--- src/rtl/cpu_types_pkg.sv ---
// Shared MIPS types for the decode side: word/register types, opcodes,
// the output-slot bundle and the destination-register decode helper.
package cpu_types_pkg;

    typedef logic [31:0] word_t;
    typedef logic [4:0]  regbits_t;

    typedef enum logic [5:0] {
        RTYPE = 6'h00,
        J     = 6'h02,
        JAL   = 6'h03,
        BEQ   = 6'h04,
        BNE   = 6'h05,
        BLEZ  = 6'h06,
        BGTZ  = 6'h07,
        ADDI  = 6'h08,
        ADDIU = 6'h09,
        SLTI  = 6'h0A,
        SLTIU = 6'h0B,
        ANDI  = 6'h0C,
        ORI   = 6'h0D,
        XORI  = 6'h0E,
        LUI   = 6'h0F,
        LB    = 6'h20,
        LH    = 6'h21,
        LW    = 6'h23,
        LBU   = 6'h24,
        LHU   = 6'h25,
        SB    = 6'h28,
        SH    = 6'h29,
        SW    = 6'h2B
    } opcode_t;

    localparam logic [5:0] FUNCT_JR = 6'h08;
    localparam regbits_t   REG_RA   = 5'd31;
    localparam regbits_t   REG_ZERO = 5'd0;

    typedef struct packed {
        regbits_t dest;
        logic     wen;
    } dest_t;

    typedef struct packed {
        logic     valid;
        word_t    instr;
        word_t    pc;
        word_t    rdat1;
        word_t    rdat2;
        regbits_t dest;
        logic     wen;
    } slot_t;

    // Non-writing instructions report dest 0 so the scoreboard
    // never sees a stray destination for stores/branches/jumps.
    function automatic dest_t decode_dest(
        input logic [5:0] op,
        input regbits_t   rt,
        input regbits_t   rd,
        input logic [5:0] funct
    );
        dest_t d;
        d.dest = REG_ZERO;
        d.wen  = 1'b0;
        unique case (op)
            RTYPE: begin
                if (funct != FUNCT_JR) begin
                    d.dest = rd;
                    d.wen  = 1'b1;
                end
            end
            JAL: begin
                d.dest = REG_RA;
                d.wen  = 1'b1;
            end
            ADDI, ADDIU, SLTI, SLTIU, ANDI, ORI, XORI, LUI,
            LB, LH, LW, LBU, LHU: begin
                d.dest = rt;
                d.wen  = 1'b1;
            end
            default: begin
                d.dest = REG_ZERO;
                d.wen  = 1'b0;
            end
        endcase
        if (d.dest == REG_ZERO) d.wen = 1'b0;
        if (!d.wen) d.dest = REG_ZERO;
        return d;
    endfunction

endpackage

--- src/rtl/operand_fetch_if.sv ---
// Bundle of the fetch-side, register-file, write-back snoop and execute-side
// signals of the operand fetch stage. slave = stage view, master = environment.
interface operand_fetch_if;
    import cpu_types_pkg::*;

    logic     in_valid;
    logic     in_ready;
    word_t    in_instr;
    word_t    in_pc;
    logic     flush;
    regbits_t rf_rsel1;
    regbits_t rf_rsel2;
    word_t    rf_rdat1;
    word_t    rf_rdat2;
    logic     wb_wen;
    regbits_t wb_wsel;
    word_t    wb_wdat;
    logic     out_valid;
    logic     out_ready;
    word_t    out_instr;
    word_t    out_pc;
    word_t    out_rdat1;
    word_t    out_rdat2;
    regbits_t out_dest;
    logic     out_wen;

    modport slave (
        input  in_valid, in_instr, in_pc, flush,
        input  rf_rdat1, rf_rdat2,
        input  wb_wen, wb_wsel, wb_wdat,
        input  out_ready,
        output in_ready, rf_rsel1, rf_rsel2,
        output out_valid, out_instr, out_pc,
        output out_rdat1, out_rdat2, out_dest, out_wen
    );

    modport master (
        output in_valid, in_instr, in_pc, flush,
        output rf_rdat1, rf_rdat2,
        output wb_wen, wb_wsel, wb_wdat,
        output out_ready,
        input  in_ready, rf_rsel1, rf_rsel2,
        input  out_valid, out_instr, out_pc,
        input  out_rdat1, out_rdat2, out_dest, out_wen
    );

endinterface

--- src/rtl/reg_scoreboard.sv ---
// Register busy vector: set on issue, cleared by write-back or slot kill.
// Ports: clk_i/rst_i, set_*, wb_clr_*, kill_clr_*, qry_sel_i -> qry_busy_o.
module reg_scoreboard
    import cpu_types_pkg::*;
#(
    parameter bit CLR_RELEASES = 1'b1
) (
    input  logic           clk_i,
    input  logic           rst_i,
    input  logic           set_en_i,
    input  regbits_t       set_sel_i,
    input  logic           wb_clr_en_i,
    input  regbits_t       wb_clr_sel_i,
    input  logic           kill_clr_en_i,
    input  regbits_t       kill_clr_sel_i,
    input  regbits_t [2:0] qry_sel_i,
    output logic     [2:0] qry_busy_o
);

    logic [31:0] busy_q;
    logic [31:0] busy_d;
    logic [31:0] wb_mask;
    logic [31:0] kill_mask;
    logic [31:0] set_mask;

    // Set is applied after both clears so it wins on a collision.
    always_comb begin
        wb_mask   = '0;
        kill_mask = '0;
        set_mask  = '0;
        if (wb_clr_en_i)   wb_mask[wb_clr_sel_i]     = 1'b1;
        if (kill_clr_en_i) kill_mask[kill_clr_sel_i] = 1'b1;
        if (set_en_i)      set_mask[set_sel_i]       = 1'b1;
        busy_d    = (busy_q & ~wb_mask & ~kill_mask) | set_mask;
        busy_d[0] = 1'b0;
    end

    always_ff @(posedge clk_i) begin
        if (rst_i) busy_q <= '0;
        else       busy_q <= busy_d;
    end

    // Without bypass a write-back in flight still blocks its register.
    always_comb begin
        qry_busy_o = '0;
        for (int i = 0; i < 3; i++) begin
            qry_busy_o[i] = busy_q[qry_sel_i[i]]
                && !(CLR_RELEASES && wb_mask[qry_sel_i[i]]);
        end
    end

endmodule

--- src/rtl/operand_fetch.sv ---
// Operand fetch stage: RF read selects, write-back bypass, scoreboard stall,
// output slot. Ports: CLK, RST (sync, high), bus (operand_fetch_if.slave).
module operand_fetch
    import cpu_types_pkg::*;
#(
    parameter bit WB_BYPASS = 1'b1
) (
    input  logic CLK,
    input  logic RST,
    operand_fetch_if.slave bus
);

    regbits_t rs;
    regbits_t rt;
    dest_t    dec;
    logic [2:0] qbusy;
    logic     hazard;
    logic     ready;
    logic     issue;
    logic     kill_clr;
    word_t    op1;
    word_t    op2;
    slot_t    slot_q;
    slot_t    slot_d;

    assign rs = bus.in_instr[25:21];
    assign rt = bus.in_instr[20:16];
    assign bus.rf_rsel1 = rs;
    assign bus.rf_rsel2 = rt;

    assign dec = decode_dest(bus.in_instr[31:26], rt,
                             bus.in_instr[15:11], bus.in_instr[5:0]);

    always_comb begin
        op1 = bus.rf_rdat1;
        op2 = bus.rf_rdat2;
        if (WB_BYPASS && bus.wb_wen && bus.wb_wsel == rs) op1 = bus.wb_wdat;
        if (WB_BYPASS && bus.wb_wen && bus.wb_wsel == rt) op2 = bus.wb_wdat;
        if (rs == REG_ZERO) op1 = '0;
        if (rt == REG_ZERO) op2 = '0;
    end

    assign hazard = |qbusy;
    assign ready  = (!slot_q.valid || bus.out_ready) && !hazard && !bus.flush;
    assign issue  = bus.in_valid && ready;
    assign kill_clr = bus.flush && slot_q.valid && slot_q.wen;
    assign bus.in_ready = ready;

    reg_scoreboard #(
        .CLR_RELEASES (WB_BYPASS)
    ) u_sb (
        .clk_i          (CLK),
        .rst_i          (RST),
        .set_en_i       (issue && dec.wen),
        .set_sel_i      (dec.dest),
        .wb_clr_en_i    (bus.wb_wen),
        .wb_clr_sel_i   (bus.wb_wsel),
        .kill_clr_en_i  (kill_clr),
        .kill_clr_sel_i (slot_q.dest),
        .qry_sel_i      ({dec.dest, rt, rs}),
        .qry_busy_o     (qbusy)
    );

    always_comb begin
        slot_d = slot_q;
        if (bus.flush) begin
            slot_d.valid = 1'b0;
        end else if (issue) begin
            slot_d.valid = 1'b1;
            slot_d.instr = bus.in_instr;
            slot_d.pc    = bus.in_pc;
            slot_d.rdat1 = op1;
            slot_d.rdat2 = op2;
            slot_d.dest  = dec.dest;
            slot_d.wen   = dec.wen;
        end else if (bus.out_ready) begin
            slot_d.valid = 1'b0;
        end
    end

    always_ff @(posedge CLK) begin
        if (RST) slot_q <= '0;
        else     slot_q <= slot_d;
    end

    assign bus.out_valid = slot_q.valid;
    assign bus.out_instr = slot_q.instr;
    assign bus.out_pc    = slot_q.pc;
    assign bus.out_rdat1 = slot_q.rdat1;
    assign bus.out_rdat2 = slot_q.rdat2;
    assign bus.out_dest  = slot_q.dest;
    assign bus.out_wen   = slot_q.wen;

endmodule

--- src/flat_wrapper.sv ---
// flat-port wrapper written by rule: the top's interface ports become plain ports
module operand_fetch_flat import cpu_types_pkg::*;
#(
    parameter bit WB_BYPASS = 1'b1
)
  (CLK, RST, bus_in_valid, bus_in_instr, bus_in_pc, bus_flush, bus_rf_rdat1, bus_rf_rdat2, bus_wb_wen, bus_wb_wsel, bus_wb_wdat, bus_out_ready, bus_in_ready, bus_rf_rsel1, bus_rf_rsel2, bus_out_valid, bus_out_instr, bus_out_pc, bus_out_rdat1, bus_out_rdat2, bus_out_dest, bus_out_wen);
  operand_fetch_if bus_i ();
  input  logic CLK;
  input  logic RST;
  input wire logic [$bits(bus_i.in_valid)-1:0] bus_in_valid;
  input wire logic [$bits(bus_i.in_instr)-1:0] bus_in_instr;
  input wire logic [$bits(bus_i.in_pc)-1:0] bus_in_pc;
  input wire logic [$bits(bus_i.flush)-1:0] bus_flush;
  input wire logic [$bits(bus_i.rf_rdat1)-1:0] bus_rf_rdat1;
  input wire logic [$bits(bus_i.rf_rdat2)-1:0] bus_rf_rdat2;
  input wire logic [$bits(bus_i.wb_wen)-1:0] bus_wb_wen;
  input wire logic [$bits(bus_i.wb_wsel)-1:0] bus_wb_wsel;
  input wire logic [$bits(bus_i.wb_wdat)-1:0] bus_wb_wdat;
  input wire logic [$bits(bus_i.out_ready)-1:0] bus_out_ready;
  output wire logic [$bits(bus_i.in_ready)-1:0] bus_in_ready;
  output wire logic [$bits(bus_i.rf_rsel1)-1:0] bus_rf_rsel1;
  output wire logic [$bits(bus_i.rf_rsel2)-1:0] bus_rf_rsel2;
  output wire logic [$bits(bus_i.out_valid)-1:0] bus_out_valid;
  output wire logic [$bits(bus_i.out_instr)-1:0] bus_out_instr;
  output wire logic [$bits(bus_i.out_pc)-1:0] bus_out_pc;
  output wire logic [$bits(bus_i.out_rdat1)-1:0] bus_out_rdat1;
  output wire logic [$bits(bus_i.out_rdat2)-1:0] bus_out_rdat2;
  output wire logic [$bits(bus_i.out_dest)-1:0] bus_out_dest;
  output wire logic [$bits(bus_i.out_wen)-1:0] bus_out_wen;
  assign bus_i.in_valid = bus_in_valid;
  assign bus_i.in_instr = bus_in_instr;
  assign bus_i.in_pc = bus_in_pc;
  assign bus_i.flush = bus_flush;
  assign bus_i.rf_rdat1 = bus_rf_rdat1;
  assign bus_i.rf_rdat2 = bus_rf_rdat2;
  assign bus_i.wb_wen = bus_wb_wen;
  assign bus_i.wb_wsel = bus_wb_wsel;
  assign bus_i.wb_wdat = bus_wb_wdat;
  assign bus_i.out_ready = bus_out_ready;
  assign bus_in_ready = bus_i.in_ready;
  assign bus_rf_rsel1 = bus_i.rf_rsel1;
  assign bus_rf_rsel2 = bus_i.rf_rsel2;
  assign bus_out_valid = bus_i.out_valid;
  assign bus_out_instr = bus_i.out_instr;
  assign bus_out_pc = bus_i.out_pc;
  assign bus_out_rdat1 = bus_i.out_rdat1;
  assign bus_out_rdat2 = bus_i.out_rdat2;
  assign bus_out_dest = bus_i.out_dest;
  assign bus_out_wen = bus_i.out_wen;
  operand_fetch #(.WB_BYPASS(WB_BYPASS)) u_core (.CLK(CLK), .RST(RST), .bus(bus_i));
endmodule
--- config.mk ---
export PLATFORM = sky130hd
export DESIGN_NAME = operand_fetch_flat
export DESIGN_NICKNAME = d
export VERILOG_FILES = /design/src/rtl/cpu_types_pkg.sv /design/src/rtl/operand_fetch_if.sv /design/src/rtl/reg_scoreboard.sv /design/src/rtl/operand_fetch.sv /design/src/flat_wrapper.sv
export SDC_FILE = /design/constraint.sdc
export NUM_CORES = 1
export LEC_CHECK = 0
export CAP_MARGIN = 20
export CORE_MARGIN = 2
export CORE_UTILIZATION = 35
export DETAILED_ROUTE_END_ITERATION = 12
export DONT_BUFFER_PORTS = 1
export PLACE_DENSITY = 0.57
export REMOVE_ABC_BUFFERS = 1
export SLEW_MARGIN = 20
export SYNTH_ARGS = -nofsm -noshare
export SYNTH_HDL_FRONTEND = slang
export SYNTH_SLANG_ARGS = --single-unit
--- constraint.sdc ---
create_clock -name CLK -period 13.35 [get_ports CLK]
set_input_delay 2.67 -clock CLK [delete_from_list [all_inputs] [get_ports CLK]]
set_output_delay 2.67 -clock CLK [all_outputs]
set_load 0.005 [all_outputs]
==> flow_summary.json <==
{
  "rsz0062_at_grt": "false",
  "synth_seq_cells": 166,
  "grt_max_degree": 97,
  "end_kind": "primary output",
  "synthCells": 1137,
  "path_class": "in2out",
  "post_cts_buffers": 0,
  "drv_slew": 0,
  "clockBufferDepth": 2,
  "grt_pass1_wl_um": 50660,
  "final_cell_area_um2": 9671,
  "worst_pin_slew_ns": 1.100,
  "clkSinkCount": 166,
  "synth_edf_count": 0,
  "crit_chain": "nor4_4, and3_1, or4_1, a22oi_2, a221oi_1, o22ai_2, a311oi_4, nor2_1",
  "slew_headroom_pct": 26.37,
  "drt_first_iter_violations": 792,
  "drc_errors": 0,
  "overflow": 0,
  "syn_avg_cell_area_um2": 8.035,
  "path_clk_slew_ns": 0.07,
  "dr.pass1.iters": 7,
  "fin_crit_sh_pct": 59.90,
  "core-area_um2": 25840,
  "r2r_slack_ns": 9.18,
  "yosys.area.top_type": "dfxtp_1",
  "holdBufCountCts": 0,
  "initial_core_util_pct": 35.36,
  "synth_area_um2": 9136,
  "dp_hpwl_um": 24220,
  "area_growth_pct": 5.848,
  "synthTopCellsByCount": "dfxtp_1 (166), nand2_1 (124), o21ai_0 (117)",
  "drive_above_1_share_pct": 8.412,
  "yosysMostFrequentCell": "dfxtp_1",
  "setup_slack_ns": 5.353,
  "gp_congestion": 0.9865,
  "placed_area_um2": 9102,
  "slowest_stage": "and3_1",
  "cp-start-kind": "primary input",
  "vias": 8876,
  "seq_area_um2": 3323,
  "vias_per_cell": 6.372,
  "final_nets": 1216,
  "h-tree-depth": 4,
  "synthArstFlopShare_pct": 0,
  "fill_cells": 2702,
  "holdWs_ns": 0.4826,
  "yosysSeqAreaShare_pct": 36.37,
  "wire_per_inst_um": 25.67,
  "yosysWarnings": 0,
  "fp.dieArea_um2": 27410,
  "max_freq_mhz": 125.1,
  "root_buffer": "clkbuf_16",
  "antenna_cells": 0,
  "synthTopCellsByArea": "dfxtp_1 (36%), o21ai_0 (6.4%), nand3_1 (6.4%)",
  "insertion_delay_ns": 0.43,
  "wl_um": 35760,
  "grt_pass1_vias": 8017,
  "p_leak_uw": 0.003022,
  "rows": 59,
  "power_density_nw_per_um2": 123.2,
  "crit_fanout": 19,
  "post-route-min-period_ns": 7.997,
  "die_w_um": 165.6,
  "die_h_um": 165.6,
  "antenna_found_initial": 0,
  "report.final.setup_viol": 0,
  "numCtsBuffers": 17,
  "cts_tree": "yes",
  "io_buffers": 0,
  "cap_violations": 0,
  "ys.flop_type": "dfxtp_1",
  "pre_cts_slack_ns": 5.401,
  "synth.distinct_cells": 68,
  "ctsResizeCount": 0,
  "synth_top_area_share_pct": 36.37,
  "cp_slowest_stage_delay_ns": 0.78,
  "critPathRequiredTime_ns": 10.68,
  "worstHoldPathType": "reg2reg",
  "finalClockSkew_ns": 0.01565,
  "status": "complete, no violations",
  "ios": 317,
  "arrival_ns": 5.33,
  "max-vdd-ir-drop_uv": 80.26,
  "hold_violations": 0,
  "totalNegativeSetupSlack_ns": 0,
  "ant_nets": 0,
  "multi_input_area_um2": 5202,
  "grt_use_total_pct": 24.41
}
## logic make-up (layout without fill, tap and decap cells)
| kind of cell | after synthesis | count (layout) | share of synthesized area [%] |
|---|---|---|---|
| AO/OA/AOI/OAI | 419 | 419 | 28.98 |
| XOR/XNOR | 11 | 11 | 1.054 |
| buffers and inverters | 137 | 58 | 7.053 |
| flip-flops | 166 | 166 | 36.37 |
| multiplexers | 55 | 55 | 7.696 |
| AND/OR/NAND/NOR | 349 | 349 | 18.84 |
## power by group
| group | switching [µW] | internal [µW] | total, µW | leakage, µW |
|---|---|---|---|---|
| Sequential | 20.5 | 519 | 539 | 0.00135 |
| Clock | 232 | 253 | 485 | 0.000278 |
| Combinational | 122 | 45.6 | 167 | 0.00140 |
## cell type report
cell class | count | area share, %
Multi-Input combinational cell | 834 | 53.80
Sequential cell | 166 | 34.36
Clock buffer | 18 | 4.541
Tap cell | 335 | 4.334
Clock inverter | 14 | 1.333
Timing Repair Buffer | 16 | 1.242
Inverter | 10 | 0.3881
## path summary, 6_finish.rpt
path,to,start,cells past startpoint
hold reg to reg,u_core.bus.out_rdat1[23],u_core.bus.out_rdat1[23],2
setup reg to reg,u_core.bus.out_instr[3],u_core.u_sb.busy_q[19],9
hold / removal,u_core.bus.out_rdat1[23],u_core.bus.out_rdat1[23],2
setup / recovery,bus_in_ready,bus_in_instr[31],8
## cells in the final DEF, fill, tap and decap left out, drive strengths merged, types with 16 or more instances in the layout
master	n
mux2i	41
a21oi	107
nor2	36
o211ai	36
dfxtp	166
a211oi	17
o21ai	142
o31ai	63
nand2	125
nand3	116
buf	16
inv	20
clkbuf	18
## metal layers
metal / global-route usage (%) / wire length (µm) / up-vias / share of wire, %
met5: 0 / 0 / - / 0
met4: 7.288 / 750 / 0 / 2.1
met3: 6.893 / 3951 / 44 / 11
met2: 39.27 / 16740 / 520 / 47
met1: 31.78 / 14320 / 4280 / 40
li1: - / - / 4032 / -
## state kept, by name, summed over array words and instances (netlist names)
register	flops
u_core.bus.out_wen	1
u_core.bus.out_instr	32
u_core.bus.out_valid	1
u_core.bus.out_pc	32
u_core.u_sb.busy_q	31
u_core.bus.out_dest	5
u_core.bus.out_rdat2	32
u_core.bus.out_rdat1	32
## critical path, delay by kind of cell
family             cells  cell delay [ns]
AOI/OAI and AO/OA      4             1.01
and+or+nand+nor        4             1.63
## metrics by stage
stage	std cells	utilization (%)	total power [µW]
after detailed placement	1361	35.23	716.5
after floorplan	1010	-	651.5
after global routing	1393	37.43	1237
final	1393	37.43	1191
after global placement	1361	35.21	715.5
after CTS	1393	37.43	1200
Power figures use the tool's default switching activity.
